## config.mk

```make
export PLATFORM = sky130hd
export DESIGN_NAME = down_cnt_timer
export DESIGN_NICKNAME = d
export VERILOG_FILES = /design/src/rtl/cnt_pkg.sv /design/src/rtl/down_cnt_core.sv /design/src/rtl/down_cnt_timer.sv
export SDC_FILE = /design/constraint.sdc
export NUM_CORES = 1
export LEC_CHECK = 0
export ABC_AREA = 1
export CELL_PAD_IN_SITES_DETAIL_PLACEMENT = 0
export CELL_PAD_IN_SITES_GLOBAL_PLACEMENT = 2
export CORE_MARGIN = 10
export CORE_UTILIZATION = 28
export DETAILED_ROUTE_END_ITERATION = 6
export PLACE_DENSITY = 0.8
export SYNTH_ARGS = -nofsm -noshare
export SYNTH_HDL_FRONTEND = slang
export SYNTH_SLANG_ARGS = --single-unit
```

## constraint.sdc

```tcl
create_clock -name i_clk -period 2.1 [get_ports i_clk]
set_input_delay 0.525 -clock i_clk [delete_from_list [all_inputs] [get_ports i_clk]]
set_output_delay 0.525 -clock i_clk [all_outputs]
set_load 0.02 [all_outputs]
```

## src/rtl/cnt_pkg.sv

```systemverilog
// Shared definitions for the loadable down-counter timer: FSM state encoding
// and default datapath parameters.
package cnt_pkg;

    localparam int CNT_WIDTH          = 8;
    localparam int CNT_RELOAD_DEFAULT = 255;

    // Encoding 2'd3 is unused and recovers to ST_IDLE in the FSM.
    typedef enum logic [1:0] {
        ST_IDLE = 2'd0,
        ST_RUN  = 2'd1,
        ST_DONE = 2'd2
    } state_t;

endpackage

```

## src/rtl/down_cnt_core.sv

```systemverilog
// Datapath of the down-counter timer: count register, reload register and the
// load / reload / decrement mux. Control strobes come from the FSM in the top.
module down_cnt_core
    import cnt_pkg::*;
#(
    parameter int WIDTH          = CNT_WIDTH,
    parameter int RELOAD_DEFAULT = CNT_RELOAD_DEFAULT
) (
    input  logic             i_clk,
    input  logic             i_rst,
    input  logic             i_load,
    input  logic [WIDTH-1:0] i_data,
    input  logic             i_reload,
    input  logic             i_dec,
    output logic [WIDTH-1:0] o_count
);

    localparam logic [WIDTH-1:0] RELOAD_INIT = WIDTH'(RELOAD_DEFAULT);

    logic [WIDTH-1:0] r_reload;
    logic [WIDTH-1:0] r_count;

    // NOTE: sequential state uses non-blocking assignments so every register
    // samples pre-edge values regardless of block ordering.
    always_ff @(posedge i_clk or posedge i_rst) begin
        if (i_rst) begin
            r_reload <= RELOAD_INIT;
        end else if (i_load) begin
            r_reload <= i_data;
        end
    end

    // Load beats reload beats decrement; the FSM never asserts reload and
    // decrement together, but the order keeps the mux well defined.
    always_ff @(posedge i_clk or posedge i_rst) begin
        if (i_rst) begin
            r_count <= '0;
        end else if (i_load) begin
            r_count <= i_data;
        end else if (i_reload) begin
            r_count <= r_reload;
        end else if (i_dec) begin
            r_count <= r_count - WIDTH'(1);
        end
    end

    assign o_count = r_count;

endmodule

```

## src/rtl/down_cnt_timer.sv

```systemverilog
// Loadable down-counter timer with borrow pulse, one-shot / auto-reload modes
// and an IDLE/RUN/DONE control FSM around the down_cnt_core datapath.
module down_cnt_timer
    import cnt_pkg::*;
#(
    parameter int WIDTH          = CNT_WIDTH,
    parameter int RELOAD_DEFAULT = CNT_RELOAD_DEFAULT
) (
    input  logic             i_clk,
    input  logic             i_rst,
    input  logic             i_en,
    input  logic             i_load,
    input  logic [WIDTH-1:0] i_data,
    input  logic             i_mode,
    input  logic             i_start,
    output logic [WIDTH-1:0] o_dout,
    output logic             o_bout,
    output logic             o_zero,
    output logic             o_busy,
    output logic             o_done
);

    state_t           r_state;
    state_t           w_state_next;
    logic             r_bout;
    logic             w_bout_next;
    logic             w_reload;
    logic             w_dec;
    logic             w_zero;
    logic [WIDTH-1:0] w_count;

    down_cnt_core #(
        .WIDTH          (WIDTH),
        .RELOAD_DEFAULT (RELOAD_DEFAULT)
    ) u_core (
        .i_clk    (i_clk),
        .i_rst    (i_rst),
        .i_load   (i_load),
        .i_data   (i_data),
        .i_reload (w_reload),
        .i_dec    (w_dec),
        .o_count  (w_count)
    );

    assign w_zero = (w_count == '0);

    always_ff @(posedge i_clk or posedge i_rst) begin
        if (i_rst) begin
            r_state <= ST_IDLE;
            r_bout  <= 1'b0;
        end else begin
            r_state <= w_state_next;
            r_bout  <= w_bout_next;
        end
    end

    // NOTE: every output of this block gets a default first, so no path
    // through the case can leave a signal unassigned and infer a latch.
    always_comb begin
        w_state_next = r_state;
        w_reload     = 1'b0;
        w_dec        = 1'b0;
        w_bout_next  = 1'b0;
        if (i_load) begin
            w_state_next = ST_IDLE;
        end else begin
            case (r_state)
                ST_IDLE, ST_DONE: begin
                    if (i_start) begin
                        w_state_next = ST_RUN;
                        w_reload     = 1'b1;
                    end
                end
                ST_RUN: begin
                    // START is deliberately ignored here: it never restarts a run.
                    if (i_en) begin
                        if (w_zero) begin
                            w_bout_next = 1'b1;
                            if (i_mode) begin
                                w_reload = 1'b1;
                            end else begin
                                w_state_next = ST_DONE;
                            end
                        end else begin
                            w_dec = 1'b1;
                        end
                    end
                end
                default: w_state_next = ST_IDLE;
            endcase
        end
    end

    assign o_dout = w_count;
    assign o_bout = r_bout;
    assign o_zero = w_zero;
    assign o_busy = (r_state == ST_RUN);
    assign o_done = (r_state == ST_DONE);

endmodule

```

Yosys cells after proc, flatten, opt, wreduce, memory -nomap -nowiden
Index checks and enable logic that the tools add are counted.
- bits in registers: 19
- output and inout port bits: 12
- $add $sub $neg: 1
- eq/ne operators: 6
- reduce and logical (&&, ||, !) cells: 5
- multiplexer cells: 23
- operator list (cell ; count):
    8-bit 2-to-1 mux ; 3
    1-bit 2-to-1 mux ; 13
    3-bit != test, second input constant ; 4
    2-bit 2-to-1 mux ; 5
    8-bit zero test ; 1
    8-bit by 1-bit subtractor with 8-bit output, second input constant ; 1
    2-bit one-hot mux with 2 select lines ; 1
    4-bit AND reduction ; 1
    3-bit nonzero test ; 1
    2-bit by 1-bit equality test with 1-bit output, second input constant ; 1
    2-bit equality test, second input constant ; 1
    2-bit zero test ; 1
    1-bit one-hot mux with 2 select lines ; 1
    2-bit OR reduction ; 1

Logic depth before layout (Yosys ltp)
- depth after elaboration: 8
- gate-level depth with buffers: 10
- gate-level depth less buffers: 10

Modules after synthesis
A second synthesis with hierarchy kept.
- cells, all modules: 158
- area, all modules: 1138.6 sq um
- modules (own cells, without submodules) (module ; cells each ; instances ; sequential area each (sq um) ; area an instance (sq um)):
    down_cnt_core ; 121 ; 1 ; 410.4 ; 900.9
    down_cnt_timer ; 37 ; 1 ; 75.1 ; 237.7

Least setup slack after synthesis
No wires, ideal clock.
- kind: register to register
- from: register u_core.r_count[0] (netlist: u_core.o_count[0])
- to: register u_core.r_count[5] (netlist: u_core.o_count[5])
- buffers on the path: 0
- arrival: 1.550 ns
- library setup time: 0.117 ns
- path slack: 0.433 ns
- cell stages (with the launch flop): 10
- period minus slack after synthesis: 1.667 ns
- cell sequence: dfrtp_1 -> inv_1 -> ha_1 -> nand2_4 -> nor2_8 -> nor2_2 -> nand3_1 -> nor2b_1 -> nor2_1 -> nor2_1
- longest elaborated chain between the ends: 7
- elaborated cells between the ends (all ways): 14
- classes of those cells: add/sub (1); mux (11); reduce/logical (2)
- RTL lines (element ; RTL line ; source):
    from (decl) ; down_cnt_core.sv:21 ; logic [WIDTH-1:0] r_count;
    from (signal assigned) ; down_cnt_core.sv:39 ; r_count <= i_data;
    from (signal assigned) ; down_cnt_core.sv:41 ; r_count <= r_reload;
    from (signal assigned) ; down_cnt_core.sv:43 ; r_count <= r_count - WIDTH'(1);
    8-bit zero test (*) ; down_cnt_timer.sv:45 ; assign w_zero = (w_count == '0);
    named net o_zero ; down_cnt_timer.sv:18 ; output logic o_zero,
    1-bit 2-to-1 mux ; down_cnt_timer.sv:77 ; if (w_zero) begin
    1-bit 2-to-1 mux ; down_cnt_timer.sv:76 ; if (i_en) begin
    1-bit one-hot mux with 2 select lines ; down_cnt_timer.sv:67 ; case (r_state)
    1-bit 2-to-1 mux ; down_cnt_timer.sv:64 ; if (i_load) begin
    8-bit 2-to-1 mux ; down_cnt_core.sv:40 ; end else if (i_reload) begin
    8-bit 2-to-1 mux ; down_cnt_core.sv:38 ; end else if (i_load) begin
The timed path passes the listed nets; every way through them passes the cells marked *. The select of a mux whose other input is x is not followed.
A chain may end at the register's enable or synchronous reset.

Worst setup path after layout
- from: register r_state[0]
- to: output port o_busy
- longest elaborated chain between the ends: 1
- RTL lines (element ; RTL line ; source):
    from (decl) ; down_cnt_timer.sv:23 ; state_t r_state;
    from (signal assigned) ; down_cnt_timer.sv:52 ; r_state <= w_state_next;
    2-bit by 1-bit equality test with 1-bit output ; down_cnt_timer.sv:97 ; assign o_busy = (r_state == ST_RUN);
    to (decl) ; down_cnt_timer.sv:19 ; output logic o_busy,
No other way between the ends.

==> flow_summary.toml <==
[timing]
period_needed_ns = 1.978
grt_setup_unrepaired = "false"
report.final.slew_viol_count = 0
final_hold_viol_count = 0
fin_tns_setup_ns = 0
skew_ns = 0.003638
maxSlewHeadroom = 0.8238
setup_viol = 0
finalCritPeriodShare = 0.9420
fmax_mhz = 505.5
worst_slack_ns = 0.1217
worstMarginPinSlew_ns = 0.2643

[critical_path]
r2r_cells = 11
r2r_end = "u_core.o_count[7]$_DFFE_PP0P_"
cp.arrival_ns = 1.45
critPathBufInv = 2
path_cells = "inv_1 -> nor2_1 -> clkdlybuf4s50_1"
crit_family = "buffers and inverters"
path_class = "reg -> out"
cp_max_fo = 3
critPathCaptureType = "output pin"
crit_path_max_incr_delay_ns = 0.62
worstReg2RegStart = "u_core.o_count[1]$_DFFE_PP0P_"
crit_slowest_cell = "clkdlybuf4s50_1"
critPathRequiredTime_ns = 1.57
cp_num_cells = 3
r2r_slack_ns = 0.43
crit_path_start_kind = "flop"

[global_routing]
grt.total_usage = 0.09577
grt_pass1_wl_um = 5809
grt_pass1_vias = 1205
grt-ovfl-total = 0
grt_max_degree = 20
antenna_found_initial = 0

[logic_synthesis]
yosysMostFrequentCell = "nand2_1"
synth_top_area_share = 0.2296
ys_seq_elements = 19
synth-edff-count = 0
synth_common_cells = "nand2_1, nor2_1, inv_1, dfrtp_1, nand3_1"
synth_area_um2 = 1199
synth_area_leaders = "dfrtp_1, nand2_1, dfstp_2, nor2_1, nand3_1"
yosysSeqAreaShare = 0.4050
yosysTopAreaCell = "dfrtp_1"
async_reset_ff_frac = 1.000
syn_area_per_cell_um2 = 7.445
yosysWarnings = 0
synth_cell_types = 26
synth_nets = 177
yosys_most_used_dff = "dfrtp_1"
synthCells = 161

[die]
die_h_um = 85.43
core_um2 = 4058
floorplan.die.width_um = 85.43
dieArea_um2 = 7298
num_rows = 23
pin_count = 26
initial_core_util = 0.2954

[final_layout]
fillCellCount = 420
regArea_um2 = 485.5
layout-drive-gt1-share = 0.2217
n_antenna_cell = 0
fin_area_um2 = 1655
nets = 220
multiInputGateArea_um2 = 636.9
syn_to_final_growth_pct = 38.10

[pwr]
cellPowerDensity_nw_per_um2 = 769.2
max-vdd-ir-drop_v = 0.0002729
p_leak_nw = 0.8574

[clock_network]
cts_num_sinks = 19
h-tree-depth = 1
cts_setup_buffers = 0
cts.clk_slew.worst_paths_ns = 0.07
cts_root_buf = "clkbuf_8"
cts_buffers = 3
cts_buffer_depth = 2
cts_tree = "done"
clk_latency_ns = 0.26

[run_status]
status = "completed"

[placed_design]
place_congestion = 0.7680
placed_area_um2 = 1612
place_hpwl_um = 2629
io_buffers = 25
dp_slack_ns = 0.1271

[worst_hold_path]
hp-start = "u_core.r_reload[7]$_DFFE_PP1P_"
holdCritPathClass = "reg -> reg"
min_to = "u_core.r_reload[7]$_DFFE_PP1P_"
hold_path_depth = 2

[routing]
dr.pass1.iters = 4
drc = 0
ant_nets = 0
drt-initial-drc-count = 67
wire_per_inst_um = 12.57
vias = 1138
viasPerCell = 4.498
routed_wl_um = 3181

[flow_run]
maxCapViolations = 0
## cell families after synthesis
kind of cell             count (synthesis)  synth area share
buffers and inverters                   18           0.06366
AO/OA/AOI/OAI                            8           0.04801
AND/OR/NAND/NOR                        112            0.4478
XOR/XNOR                                 2           0.01462
flip-flops                              19            0.4050
adder cells (fa/ha/maj)                  2           0.02087
## power breakdown
group / switching (W) / internal (W)
sequential: 0.0000412 / 0.000427
combinational: 0.000295 / 0.000246
clock: 0.000129 / 0.000135
## cell usage in the layout, fill, tap and decap left out, types with 4 or more instances in the layout
master | netlist | final
nand2_1 | 59 | 59
nor3_1 | 4 | 4
dfstp_2 | 8 | 8
nand4_1 | 4 | 4
nand3_1 | 10 | 10
a21oi_2 | 4 | 4
inv_1 | 12 | 12
dfrtp_1 | 11 | 11
nand2_4 | 4 | 4
clkdlybuf4s50_1 | 0 | 24
buf_4 | 0 | 16
nor2_1 | 22 | 22
## timing repair
| item | CTS | global route |
|---|---|---|
| setup endpoints to repair | 1 | 0 |
| gates resized for setup | 1 | 0 |
| hold buffers | 0 | 0 |
## how the worst max path moves through the flow
stage,startpoint,end,slack [ns]
finish,r_state[0]$_DFFE_PP0P_,o_busy,0.12
detailed placement,u_core.o_count[1]$_DFFE_PP0P_,o_zero,0.13
global placement,u_core.o_count[1]$_DFFE_PP0P_,o_zero,0.12
global route,r_state[0]$_DFFE_PP0P_,o_busy,0.01
floorplan,u_core.o_count[0]$_DFFE_PP0P_,u_core.o_count[5]$_DFFE_PP0P_,0.43
CTS,u_core.o_count[1]$_DFFE_PP0P_,o_zero,0.1
## metrics by stage
step                hold slack (ns)  utilization  std cells   power, W
floorplan                    0.4441            -        161  0.0007840
global placement             0.4511       0.3972        249   0.001019
detailed placement           0.4545       0.3972        249   0.001026
CTS                          0.4658       0.4080        253   0.001293
global route                 0.4834       0.4080        253   0.001381
finish                       0.4631       0.4080        253   0.001273
## registers in the layout (all words and copies together), names as in the netlist
| name | flops |
|---|---|
| o_bout | 1 |
| r_state | 2 |
| u_core.o_count | 8 |
| u_core.r_reload | 8 |
## worst reg2reg max path, cell delays in order, from the launching register on
cell and delay [ns]:
dfrtp_1 0.38, inv_1 0.09, ha_1 0.20, nand2_4 0.08
nor2_8 0.11, buf_4 0.13, nor2_2 0.04, buf_4 0.15
nor2_4 0.18, inv_2 0.07, nor2_1 0.09, nor2_1 0.05
## cell type report
class / instances / area share
Inverter: 15 / 0.03401
Tap cell: 50 / 0.03779
Sequential cell: 19 / 0.2933
Timing Repair Buffer: 41 / 0.2230
Clock buffer: 4 / 0.02721
Multi-Input combinational cell: 124 / 0.3847
## metal layers
metal | vias up | share of wire | track usage
met2 | 23 | 0.46 | 0.1485
met3 | 5 | 0.058 | 0.02677
met1 | 524 | 0.47 | 0.1227
li1 | 586 | - | -
met4 | 0 | 0.013 | 0.03443
met5 | - | 0 | 0
(Power assumes the default switching activity.)
